### src/rtl/mmm_pkg.sv
// Shared types and sizing helpers for the bit-serial Montgomery multiplier.
// The final subtraction stage is built only when MMM_FINAL_SUB_EN is defined.
package mmm_pkg;

  typedef enum logic [1:0] {
    IDLE = 2'd0,
    ITER = 2'd1,
    SUB  = 2'd2,
    DONE = 2'd3
  } mmm_state_t;

  localparam int MMM_WIDTH = 8;
  // The accumulator carries one extra bit because it holds values below 2M.
  localparam int MMM_ACC_W = MMM_WIDTH + 1;

  // Width of the iteration counter, which must be able to reach WIDTH.
  function automatic int cnt_width(input int w);
    return $clog2(w + 1);
  endfunction

endpackage

### src/rtl/mmm_serial_datapath_step.sv
// One combinational radix-2 Montgomery iteration:
// acc_next = (acc + a_bit*b + q*m) / 2, where q makes the sum even.
module mmm_step #(
  parameter int WIDTH = 8
) (
  input  logic [WIDTH:0]   acc,
  input  logic             a_bit,
  input  logic [WIDTH-1:0] b,
  input  logic [WIDTH-1:0] m,
  output logic [WIDTH:0]   acc_next
);

  logic [WIDTH+1:0] t;
  logic [WIDTH+1:0] t2;

  // NOTE: blocking assignments with a default-first value keep this block
  // purely combinational; every path assigns every output, so no latch.
  always_comb begin
    t        = {1'b0, acc} + {2'b00, (a_bit ? b : '0)};
    t2       = t + (t[0] ? {2'b00, m} : '0);
    acc_next = t2[WIDTH+1:1];
  end

endmodule

### src/rtl/mmm_serial_datapath.sv
// Bit-serial Montgomery multiplier: p = a*b*2^-WIDTH mod m over WIDTH steps.
// Define MMM_FINAL_SUB_EN to add the SUB stage that guarantees p < m.
module mmm_serial_datapath
  import mmm_pkg::*;
#(
  parameter int WIDTH = MMM_WIDTH
) (
  input  logic             clk,
  input  logic             rstb,
  input  logic             ena,
  input  logic             rst_mmm,
  input  logic             ld_a,
  input  logic [WIDTH-1:0] a,
  input  logic [WIDTH-1:0] b,
  input  logic [WIDTH-1:0] m,
  output logic [WIDTH-1:0] p,
  output logic             done
);

  localparam int ACC_W = WIDTH + 1;
  localparam int CNT_W = cnt_width(WIDTH);

  mmm_state_t       state;
  logic [WIDTH-1:0] a_sh;
  logic [WIDTH-1:0] b_r;
  logic [WIDTH-1:0] m_r;
  logic [ACC_W-1:0] acc;
  logic [ACC_W-1:0] acc_next;
  logic [CNT_W-1:0] cnt;
  logic             last_step;

  assign last_step = (cnt == CNT_W'(WIDTH - 1));

  mmm_step #(.WIDTH(WIDTH)) u_step (
    .acc      (acc),
    .a_bit    (a_sh[0]),
    .b        (b_r),
    .m        (m_r),
    .acc_next (acc_next)
  );

  // NOTE: all state, including the operand snapshots, sits on the async
  // reset so that an aborted operation can never leak stale operands.
  always_ff @(posedge clk or negedge rstb) begin
    if (!rstb) begin
      state <= IDLE;
      a_sh  <= '0;
      b_r   <= '0;
      m_r   <= '0;
      acc   <= '0;
      cnt   <= '0;
      p     <= '0;
      done  <= 1'b0;
    end else if (ena) begin
      if (!rst_mmm) begin
        state <= IDLE;
        acc   <= '0;
        cnt   <= '0;
        p     <= '0;
        done  <= 1'b0;
      end else if (ld_a) begin
        // A load restarts from any state, aborting work in flight.
        a_sh  <= a;
        b_r   <= b;
        m_r   <= m;
        acc   <= '0;
        cnt   <= '0;
        done  <= 1'b0;
        state <= ITER;
      end else begin
        case (state)
          ITER: begin
            acc  <= acc_next;
            a_sh <= a_sh >> 1;
            cnt  <= cnt + 1'b1;
            if (last_step) begin
`ifdef MMM_FINAL_SUB_EN
              state <= SUB;
`else
              // Without the final subtraction the result lies in [0, 2m).
              p     <= acc_next[WIDTH-1:0];
              done  <= 1'b1;
              state <= DONE;
`endif
            end
          end
`ifdef MMM_FINAL_SUB_EN
          SUB: begin
            p     <= (acc >= {1'b0, m_r}) ? WIDTH'(acc - {1'b0, m_r})
                                          : acc[WIDTH-1:0];
            done  <= 1'b1;
            state <= DONE;
          end
`endif
          IDLE, DONE: ;
          default: state <= IDLE;
        endcase
      end
    end
  end

endmodule

### config.mk
export PLATFORM = sky130hd
export DESIGN_NAME = mmm_serial_datapath
export DESIGN_NICKNAME = d
export VERILOG_FILES = /design/src/rtl/mmm_pkg.sv /design/src/rtl/mmm_serial_datapath_step.sv /design/src/rtl/mmm_serial_datapath.sv
export SDC_FILE = /design/constraint.sdc
export NUM_CORES = 1
export LEC_CHECK = 0
export CAP_MARGIN = 30
export CORE_MARGIN = 2
export CORE_UTILIZATION = 40
export CTS_CLUSTER_SIZE = 30
export DETAILED_ROUTE_END_ITERATION = 10
export SLEW_MARGIN = 15
export SYNTH_ARGS = -nofsm -noshare
export SYNTH_HDL_FRONTEND = slang
export SYNTH_HIERARCHICAL = 1
export SYNTH_SLANG_ARGS = --single-unit
### constraint.sdc
create_clock -name clk -period 3 [get_ports clk]
set_input_delay 0.9 -clock clk [delete_from_list [all_inputs] [get_ports clk]]
set_output_delay 0.9 -clock clk [all_outputs]
set_load 0.01 [all_outputs]
==> results.md, run 1 <==
* Status: finished, violations left
* Failing checks: negative setup slack
* FF-to-FF Start: a_sh[0]
* Final HPWL DP at 4100 µm
* Mapped Nets at 298
* Vias in the first global route at 1942
* Initial antenna violation count at 0
* Via Count at 2041
* Leading area contributor after synthesis: dfrtp_1
* Via density at 5.10
* ANT nets after route at 0
* Max cap viols at 0
* Crit end category: register
* Crit Path Max Fanout at 6
* Tcrit/Tclk final at 108%
* Total Wirelength at 5390 µm
* Tightest Pin Transition at 0.737 ns
* ANT cells at 0
* CTS Buf Count at 5
* Sequential area share after synthesis at about 43%
* Final instance area at 3610 µm²
* H-tree level count at 2
* Chip Width at 87.1 µm
* Slowest stage cell on the critical path: dfrtp_1
* RSZ-0062 raised after global routing: yes
* Hold buffer count at CTS at 0
* Clock skew at a little over 0.004 ns
* Synth-to-Final Area Change at 30.9%
* FF-to-FF End: acc[8]
* CTS tree: built
* Register Area at 1200 µm²
* Crit path to: acc[8]
* WP depth at 17
* Crit path launch: a_sh[0]
* Yosys reg bits at 48
* Crit path max-delay family: compound AO/OA/AOI/OAI gates
* RD Place Congestion at 0.793
* Top Ports at 38
* Starting Density at 41.1%
* Fillers at 605
* Buf/Inv on CP at 2
* Final setup fails at 3
* Worst path cell trace: and2_4 -> ha_4 -> inv_2 -> fa_2 -> nor2b_2 -> o31a_1 -> o21a_1 -> nor2_1 -> xnor2_1 -> ha_1 -> a21o_1 -> a21oi_2 -> o21a_1 -> buf_4 -> a21oi_2 -> o221a_2 -> a22o_1
* Final setup margin at -0.247 ns
* Max-slew violation total from the final report at 0
* Total track usage at 15.3%
* PortBufs at 37
* Leading cell type in the layout, fill and taps excluded: dfrtp_1
* Setup_tns at -0.670 ns
* Most frequent cells in the layout: dfrtp_1 (48), clkdlybuf4s50_1 (36), buf_4 (32)
* Syn_area_per_cell at 11.0 µm²
* Maximum vdd drop at approximately 0.23 mV
* Gr ovfl total at 0
* Die area at 7580 µm²
* Async set or reset register ratio after synthesis at 100%
* Layout cells sized above 1 at 24.1%
* Synth Cell Area at 2760 µm²
* Library cells used by synthesis at 51
* Final hold viol count at 0
* Clock slew at reported path FFs at 0.09 ns
* Slowest stage delay, CP at 0.44 ns
* Minimum clock period at 3.25 ns
* Critical path class: register to register
* Core box area at 6720 µm²
* Worst min-delay path class: input pin to async pin
* DRC at 0
* Clock root buffer: clkbuf_8
* Clock net sink count at 48
* Critical Path AT at around 3.4 ns
* Mean routed wirelength per cell at 13.5 µm
* Main flop type after synthesis: dfrtp_1
* Leakage at 1.70 nW
* Rel. slew slack at approximately 50%
* Synth top area cells: dfrtp_1 (43%), ha_1 (7.7%), a22o_1 (5.4%)
* Chip Height at between 80 and 90 µm
* Req. time, crit path at 3.20 ns
* Critical Path Start Type: register
* Flop2flop setup slack at -0.25 ns
* F_max at 308 MHz
* Post-synth top area share at 43.5%
* Pwr/cell area at 492 nW/µm²
* Cell count after synthesis at 250
* EDFF count, synth at 0
* Max Buffers Root-to-Sink at 2
* Path depth of the worst reg2reg path at 17
* Multi-input logic area at about 1600 µm²
* Final #Nets at 367
* Initial drt markers at 42
* Placed cell areas at 3380 µm²
* First-pass DRT Iterations at 4
* Synth warn at 6
* Clock latency on the worst-skew pair at 0.30 ns
* Largest net degree at the start of global routing at 28
* # rows at 30
* First-pass GRT wire length at 9090 µm
-- final cells by class --
class | instances | share of cell area [%]
well taps | 80 | 2.77
clock buffers | 6 | 2.01
clock inverters | 2 | 0.970
inverters | 13 | 1.35
flip-flops and latches | 48 | 33.2
repair buffers | 69 | 16.8
multi-input cells | 182 | 42.9
-- power breakdown --
group          switching [W]  internal, W  leakage, nW
clock network       0.000214     0.000248       0.0552
registers          0.0000469     0.000725        0.624
logic               0.000255     0.000291         1.02
-- routing by layer --
metal  up-vias  track usage (%)  routed length [µm]
met1       962             22.2                2760
met4         0             3.98                  70
li1       1046                -                   -
met2        27             22.8                2400
met5         -                0                   0
met3         6             3.70                 155
-- Yosys cell counts (2+ instances only) --
library cell	count
a21o_1	6
a21oi_1	10
a22o_1	17
and2_1	7
and2_2	7
buf_2	5
buf_4	2
dfrtp_1	48
fa_1	2
ha_1	17
inv_1	13
mux2_1	9
mux2_2	8
mux2i_1	7
nand2_1	14
nand2b_1	2
nand3_1	2
nand4_1	3
nor2_1	9
nor2b_1	3
o21a_1	5
o21ai_0	11
o21ai_1	3
o31a_1	2
or4_1	2
xnor2_1	10
xor2_1	2
-- cells by family (layout without fill, tap and decap cells) --
logic type / count (synthesis) / count (layout) / synth area share (%)
fa+ha+maj: 19 / 19 / 9.15
simple gates: 59 / 59 / 12.6
xor+xnor: 12 / 12 / 3.81
mux: 24 / 24 / 9.47
buf+inv: 20 / 90 / 3.22
compound gates: 68 / 68 / 18.3
flops: 48 / 48 / 43.5
-- worst min-delay path by stage --
| stage | end | startpoint | slack, ns | cells past startpoint |
|---|---|---|---|---|
| final | a_sh[1] | rstb | 0.40 | 1 |
| after global routing | a_sh[5] | rstb | 0.39 | 1 |
| after CTS | a_sh[5] | rstb | 0.39 | 1 |
| after detailed placement | a_sh[5] | a_sh[5] | 0.47 | 2 |
| after global placement | a_sh[4] | a_sh[4] | 0.46 | 2 |
| after floorplan | a_sh[1] | a_sh[1] | 0.45 | 2 |
-- metrics by stage --
step                      setup WS, ns  power [W]  utilization [%]  instances  hold slack [ns]
after floorplan                 -0.208    0.00109                -        250            0.449
after global placement          -0.234    0.00128             50.2        384            0.463
after detailed placement        -0.321    0.00129             50.2        384            0.472
after CTS                       -0.267    0.00178             52.5        397            0.392
after global routing            -0.470    0.00190             53.8        400            0.389
final                           -0.247    0.00178             53.8        400            0.403
-- timing repair --
action,4_1_cts,5_1_grt
pin swaps,7,7
gates resized for setup,3,10
setup buffers,5,3
setup endpoints to repair,3,9
hold endpoints to repair,0,0
-- state kept, by name, indices dropped and copies added, names as in the netlist --
signal,cells
acc,9
a_sh,8
b_r,8
m_r,8
p,8
cnt,4
state,2
done,1
Power figures use the tool's default switching activity.
==> run 2: changes to the inputs <==
--- a/config.mk
+++ b/config.mk
@@ -5,11 +5,11 @@
 export SDC_FILE = /design/constraint.sdc
 export NUM_CORES = 1
 export LEC_CHECK = 0
-export CAP_MARGIN = 30
 export CORE_MARGIN = 2
 export CORE_UTILIZATION = 40
 export CTS_CLUSTER_SIZE = 30
 export DETAILED_ROUTE_END_ITERATION = 10
+export DONT_BUFFER_PORTS = 1
 export SLEW_MARGIN = 15
 export SYNTH_ARGS = -nofsm -noshare
 export SYNTH_HDL_FRONTEND = slang
==> constraint.sdc (replaced) <==
create_clock -name clk -period 3 [get_ports clk]
set_input_delay 0.9 -clock clk [delete_from_list [all_inputs] [get_ports clk]]
set_output_delay 0.9 -clock clk [all_outputs]
set_load 0.005 [all_outputs]
==> run 2 against run 1 <==
  * The run still ends with negative setup slack left
  * Flip-flop and latch count is the same
  * Utilization shrank 7.4 points
  * First-iteration DRC count grew 130%
  * Count of clock-buffer cells in the layout is the same
  * Critical path type unchanged
  * Critical endpoint unchanged
  * Largest cell class unchanged
==> results.md, run 2 (same netlist as run 1, synthesis figures left out) <==
* Status: finished, violations left
* Failing checks: negative setup slack
* Leading cell type in the layout, fill and taps excluded: dfrtp_1
* Reg with most FFs: acc
* Starting Density at 41.1% (unchanged)
* Clock share of power at 27.4% (+1.5 points)
* Clock latency on the worst-skew pair at 0.29 ns (about the same)
* Initial antenna violation count at 0 (unchanged)
* Critical path class: register to register
* # rows at 30 (unchanged)
* Chip Width at 87.1 µm (unchanged)
* ANT cells at 0 (unchanged)
* Worst min-delay path class: input pin to async pin
* CTS tree: built
* Clock root buffer: clkbuf_8
* Util after Layout at 46.4% (-7.4 points)
* PortBufs at 0 (-100%)
* Crit Path Max Fanout at 6 (unchanged)
* Via density at 5.34 (+4.6%)
* Max Buffers Root-to-Sink at 2 (unchanged)
* Top Ports at 38 (unchanged)
* Via Count at 1873 (-8.2%)
* RSZ-0062 raised after global routing: yes
* Clock net sink count at 48 (unchanged)
* Register Area at 1200 µm² (unchanged)
* Max-slew violation total from the final report at 0 (unchanged)
* F_max at 301 MHz (-2.2%)
* Buf/Inv on CP at 1 (-1)
* Worst path cell trace: and2_1 -> ha_2 -> inv_2 -> fa_2 -> nor2b_2 -> o31a_1 -> o21a_1 -> nor2_2 -> xnor2_2 -> ha_1 -> a21o_1 -> a21oi_2 -> o21a_1 -> or4_1 -> o221a_2 -> a22o_1
* Final setup fails at 5 (+2)
* Initial drt markers at 97 (+130%)
* Part of the power in combinational logic at 26.6% (-4.1 points)
* Minimum clock period at 3.32 ns (+0.0723 ns)
* Final hold viol count at 0 (unchanged)
* DRC at 0 (unchanged)
* CTS Buf Count at 5 (unchanged)
* Rel. slew slack at 48.2% (-2.3 points)
* Largest net degree at the start of global routing at 49 (+75%)
* Req. time, crit path at 3.19 ns (about the same)
* Slowest stage delay, CP at 0.46 ns (+0.02 ns)
* First-pass GRT wire length at 8850 µm (-2.6%)
* Tcrit/Tclk final at 111% (+2.4 points)
* Vias in the first global route at 1882 (-3.1%)
* Critical Path Start Type: register
* Internal power at 0.00120 W (-5.0%)
* Critical Path AT at 3.51 ns (+0.07 ns)
* Final #Nets at 318 (-13%)
* ANT nets after route at 0 (unchanged)
* Leakage at 1.52 nW (-11%)
* Mean routed wirelength per cell at 15.0 µm (+11%)
* Clock skew at 0.00265 ns (-0.00141 ns)
* Most frequent cells in the layout: dfrtp_1 (48), buf_4 (20), a22o_1 (17)
* Final setup margin at -0.320 ns (-0.0723 ns)
* Setup_tns at -0.910 ns (-0.240 ns)
* Gr ovfl total at 0 (unchanged)
* Chip Height at 87.1 µm (unchanged)
* Maximum vdd drop at 0.286 mV (+26%)
* Pwr/cell area at 537 nW/µm² (+9.1%)
* Crit path max-delay family: compound AO/OA/AOI/OAI gates
* Net load switching power at 0.000473 W (-8.4%)
* Crit end category: register
* Tightest Pin Transition at 0.771 ns (+0.0340 ns)
* Die area at 7580 µm² (unchanged)
* Synth-to-Final Area Change at 12.8%
* WP depth at 16 (-1)
* Slowest stage cell on the critical path: or4_1
* Clock slew at reported path FFs at 0.08 ns (about the same)
* Total Wirelength at 5260 µm (-2.5%)
* Path depth of the worst reg2reg path at 16 (-1)
* Core box area at 6720 µm² (unchanged)
* Final HPWL DP at 3940 µm (-3.9%)
* Max cap viols at 0 (unchanged)
* Layout cells sized above 1 at 21.8% (-2.3 points)
* Max reg flops at 9 (unchanged)
* Seq pwr share at 46.0% (+2.6 points)
* Total track usage at 14.9% (-0.42 points)
* Multi-input logic area at 1510 µm² (-2.7%)
* RD Place Congestion at 0.833 (+4.9%)
* Sw Share at 28.2% (-0.74 points)
* First-pass DRT Iterations at 4 (unchanged)
* Fillers at 620 (+2.5%)
* Most frequent CP cell: o21a_1
* H-tree level count at 2 (unchanged)
-- run 2: repair_timing --
item / 4_1_cts / 5_1_grt
gates resized for setup: 2 / 4
pin swaps: 6 / 9
endpoints found under the setup margin: 3 / 7
buffers inserted: 2 / 1
cloned: 0 / 0
hold buffers: 0 / 0
-- run 2: power groups by stage --
| stage | Combinational, W | Clock (W) | Sequential [W] |
|---|---|---|---|
| after floorplan | 0.000321 | 0 | 0.000769 |
| after global placement | 0.000432 | 0 | 0.000781 |
| after detailed placement | 0.000439 | 0 | 0.000784 |
| after CTS | 0.000442 | 0.000479 | 0.000771 |
| after global routing | 0.000501 | 0.000510 | 0.000781 |
| final | 0.000446 | 0.000458 | 0.000770 |
-- run 2: layer usage --
layer / routed length, µm / global-route usage [%] / up-vias / part of all wire, %
met1: 2670 / 21.4 / 886 / 51
met3: 202 / 3.51 / 4 / 3.8
li1: - / - / 950 / -
met5: 0 / 0 / - / 0
met4: 59 / 4.26 / 0 / 1.1
met2: 2320 / 22.3 / 33 / 44
-- run 2: layout make-up --
type / instances / share of cell area (%)
repair buffers: 20 / 4.82
well taps: 80 / 3.21
clock inverters: 2 / 1.12
clock buffers: 6 / 2.33
multi-input cells: 182 / 48.4
flip-flops and latches: 48 / 38.6
inverters: 13 / 1.57
-- run 2: through the flow --
stage               area [µm²]  hold WS [ns]  worst slack (ns)  cells  total power [W]
floorplan                 2770         0.449            -0.208    250          0.00109
global placement          2960         0.461            -0.302    340          0.00121
detailed placement        2960         0.470            -0.330    340          0.00122
CTS                       3080         0.272            -0.294    350          0.00169
global route              3120         0.262            -0.501    351          0.00179
finish                    3120         0.288            -0.320    351          0.00167
-- run 2: worst register-to-register path: cells and delay by family, from the launching register on --
kind                       cells  cell delay [ns]
AOI/OAI and AO/OA              7             1.01
xor gates and xnor gates       1             0.13
adders and majority gates      3             0.85
buffers and inverters          1             0.04
DFF                            1             0.41
and+or+nand+nor                4             0.80
-- run 2: final timing paths --
| check | start | to | slack (ns) |
|---|---|---|---|
| setup / recovery | a_sh[0] | acc[8] | -0.32 |
| hold / removal | rstb | a_sh[5] | 0.29 |
| setup reg to reg | a_sh[0] | acc[8] | -0.32 |
| hold reg to reg | a_sh[4] | a_sh[4] | 0.49 |
| max in group asynchronous | rstb | acc[2] | 2.62 |
| min in group clk | a_sh[4] | a_sh[4] | 0.49 |
==> run 3: changes to the inputs <==
--- a/config.mk
+++ b/config.mk
@@ -5,11 +5,13 @@
 export SDC_FILE = /design/constraint.sdc
 export NUM_CORES = 1
 export LEC_CHECK = 0
+export ABC_AREA = 1
 export CORE_MARGIN = 2
 export CORE_UTILIZATION = 40
 export CTS_CLUSTER_SIZE = 30
 export DETAILED_ROUTE_END_ITERATION = 10
 export DONT_BUFFER_PORTS = 1
+export MAX_ROUTING_LAYER = met4
 export SLEW_MARGIN = 15
 export SYNTH_ARGS = -nofsm -noshare
 export SYNTH_HDL_FRONTEND = slang
==> run 3 against run 2 <==
  * The flow now finishes without violations
  * Count of clock-buffer cells in the layout is 1 higher
  * Design area up 6.1%
  * Area after synthesis up 7.4%
  * First-iteration DRC count fell by 28%
  * Die area grew 7.0%
  * Via count up 17%
  * Utilization fell by 0.55 points
  * Critical endpoint is now acc[7]
  * Sequential power grew 6.6%
  * Critical path depth rose by 1
==> results.md, run 3 <==
* Final HPWL DP at 4400 µm (+12%)
* Sequential area share after synthesis at 40.5% (-3.0 points)
* Net load switching power at 0.000910 W (+92%)
* Layout cells sized above 1 at 18.7% (-3.0 points)
* Yosys reg bits at 48 (unchanged)
* CTS tree: built
* Clock latency on the worst-skew pair at 0.31 ns (+0.02 ns)
* Chip Width at 90.1 µm (+3.5%)
* Mean routed wirelength per cell at 12.7 µm (-15%)
* ANT nets after route at 0 (unchanged)
* Final setup fails at 0 (-5)
* Max cap viols at 0 (unchanged)
* Clock slew at reported path FFs at 0.09 ns (about the same)
* Internal power at 0.00141 W (+17%)
* # rows at 31 (+3.3%)
* ANT cells at 0 (unchanged)
* Crit Path Max Fanout at 8 (+2)
* Fillers at 725 (+17%)
* Part of the power in combinational logic at 46.7% (+20 points)
* Max reg flops at 9 (unchanged)
* Buf/Inv on CP at 3 (+2)
* Util after Layout at 45.8% (-0.55 points)
* Post-synth top area share at 40.5% (-3.0 points)
* FF-to-FF Start: a_sh[0]
* CTS Buf Count at 5 (unchanged)
* Final #Nets at 410 (+29%)
* Synth warn at 6 (unchanged)
* Req. time, crit path at 3.24 ns (+0.05 ns)
* Core box area at 7210 µm² (+7.4%)
* Worst path cell trace: buf_6 -> nand2_1 -> inv_1 -> ha_2 -> nand2_4 -> o21ai_4 -> nor2_2 -> o21ai_2 -> xor2_1 -> inv_1 -> ha_4 -> a21oi_1 -> o21ai_1 -> a21oi_2 -> xnor2_2 -> nand2_1 -> nand2_1
* Cell count after synthesis at 358 (+43%)
* EDFF count, synth at 0 (unchanged)
* Max-slew violation total from the final report at 0 (unchanged)
* Dominant cell by count in the synthesized netlist: nand2_1
* Crit end category: register
* Chip Height at 90.1 µm (+3.5%)
* Placed cell areas at 3050 µm² (+3.0%)
* Final instance area at 3310 µm² (+6.1%)
* Clock skew at 0.0110 ns (+0.00834 ns)
* Via Count at 2192 (+17%)
* Clock root buffer: clkbuf_8
* Commonest cells post-synth: nand2_1 (110), dfrtp_1 (48), inv_1 (43)
* Via density at 4.74 (-11%)
* Critical Path AT at 3.00 ns (-0.51 ns)
* Max Buffers Root-to-Sink at 2 (unchanged)
* Worst min-delay path class: input pin to async pin
* Synth top area cells: dfrtp_1 (41%), nand2_1 (14%), ha_1 (7.2%)
* Die area at 8120 µm² (+7.0%)
* Minimum clock period at 2.76 ns (-0.561 ns)
* RD Place Congestion at 0.841 (+1.0%)
* Total track usage at 15.8% (+0.96 points)
* DRC at 0 (unchanged)
* Synth-to-Final Area Change at 11.5%
* Critical path class: register to register
* Largest net degree at the start of global routing at 49 (unchanged)
* Initial antenna violation count at 0 (unchanged)
* Most frequent CP cell: nand2_1
* Slowest stage delay, CP at 0.40 ns (-0.06 ns)
* Leading area contributor after synthesis: dfrtp_1
* Most frequent cells in the layout: nand2_1 (106), dfrtp_1 (48), inv_1 (43)
* First-pass DRT Iterations at 4 (unchanged)
* Tightest Pin Transition at 0.705 ns (-0.0663 ns)
* Critical Path Start Type: register
* Rel. slew slack at 52.8% (+4.6 points)
* Seq pwr share at 35.4% (-11 points)
* Starting Density at 41.1% (about the same)
* Clock share of power at 17.8% (-9.6 points)
* Vias in the first global route at 2188 (+16%)
* Flop2flop setup slack at 0.24 ns (+0.56 ns)
* Reg with most FFs: acc
* Path depth of the worst reg2reg path at 17 (+1)
* Sw Share at 39.2% (+11 points)
* Crit path max-delay family: compound AO/OA/AOI/OAI gates
* H-tree level count at 2 (unchanged)
* Async set or reset register ratio after synthesis at 100% (unchanged)
* Top Ports at 38 (unchanged)
* Status: finished clean
* Main flop type after synthesis: dfrtp_1
* First-pass GRT wire length at 10200 µm (+16%)
* Slowest stage cell on the critical path: dfrtp_1
* F_max at 363 MHz (+20%)
* Gr ovfl total at 0 (unchanged)
* Synth Cell Area at 2970 µm² (+7.4%)
* Clock net sink count at 48 (unchanged)
* Pwr/cell area at 701 nW/µm² (+31%)
* Fin Hold WS at 0.274 ns (-0.0148 ns)
* Maximum vdd drop at 0.332 mV (+16%)
* Final hold viol count at 0 (unchanged)
* Leakage at 1.78 nW (+17%)
* Library cells used by synthesis at 33 (-35%)
* Tcrit/Tclk final at 91.9% (-19 points)
* Total Wirelength at 5870 µm (+12%)
* Leading cell type in the layout, fill and taps excluded: nand2_1
* PortBufs at 0 (unchanged)
* Initial drt markers at 70 (-28%)
* FF-to-FF End: acc[7]
* Mapped Nets at 406 (+36%)
* Syn_area_per_cell at 8.28 µm² (-25%)
## run 3: cell families after synthesis
group,synth area share [%]
mux,7.34
compound gates,7.13
buf+inv,8.19
flops,40.5
fa+ha+maj,8.52
simple gates,24.5
xor+xnor,3.84
## run 3: worst max-delay path by stage
stage | from | end | slack [ns] | cells after the start
floorplan | a_sh[0] | p[6] | 0.13 | 21
global placement | a_sh[0] | acc[7] | 0.04 | 17
detailed placement | a_sh[0] | acc[7] | -0.0008 | 17
CTS | a_sh[0] | acc[7] | 0.02 | 17
global route | a_sh[0] | p[7] | -0.01 | 17
finish | a_sh[0] | acc[7] | 0.24 | 17
## run 3: timing repair
item / 4_1_cts / 5_1_grt
pin swaps: 1 / 12
cloned: 0 / 0
gates resized for setup: 1 / 30
hold buffers: 0 / 0
endpoints found under the setup margin: 2 / 7
buffers inserted: 0 / 3
## run 3: per-layer routing
layer | track usage [%] | vias up | share of wire [%]
li1 | - | 1142 | -
met5 | - | - | 0
met3 | 3.10 | 6 | 4.1
met4 | 5.90 | 0 | 1.5
met1 | 22.1 | 1004 | 51
met2 | 22.8 | 40 | 43
## run 3: final cells by class
| cell class | instances | area, µm² | share of cell area (%) |
|---|---|---|---|
| Clock inverter | 1 | 7.51 | 0.227 |
| Clock buffer | 7 | 86.3 | 2.61 |
| Tap cell | 99 | 124 | 3.75 |
| Sequential cell | 48 | 1200 | 36.3 |
| Timing Repair Buffer | 5 | 41.3 | 1.25 |
| Multi-Input combinational cell | 253 | 1660 | 50.3 |
| Inverter | 49 | 184 | 5.56 |
## run 3: worst reg2reg max path: stages, from the launching register on
cell     delay [ns]
dfrtp_1        0.40
buf_6          0.14
nand2_1        0.05
inv_1          0.05
ha_2           0.36
nand2_4        0.09
o21ai_4        0.17
nor2_2         0.07
o21ai_2        0.15
xor2_1         0.15
inv_1          0.09
ha_4           0.27
a21oi_1        0.14
o21ai_1        0.09
a21oi_2        0.16
xnor2_2        0.15
nand2_1        0.07
nand2_1        0.09
## run 3: power by group through the flow
stage	clock network (W)	logic [W]	registers [W]
3_5_place_dp	0	0.000914	0.000828
3_3_place_gp	0	0.000917	0.000823
5_1_grt	0.000453	0.00123	0.000834
4_1_cts	0.000424	0.000928	0.000816
2_1_floorplan	0	0.000763	0.000805
6_report	0.000413	0.00108	0.000821
## run 3: per-stage QoR
step           power, W  setup TNS (ns)  setup WS [ns]  instances
2_1_floorplan   0.00157               0          0.133        358
3_3_place_gp    0.00174               0         0.0420        451
3_5_place_dp    0.00174       -0.000768      -0.000768        451
4_1_cts         0.00217               0         0.0162        459
5_1_grt         0.00252         -0.0192       -0.00995        462
6_report        0.00232               0          0.242        462
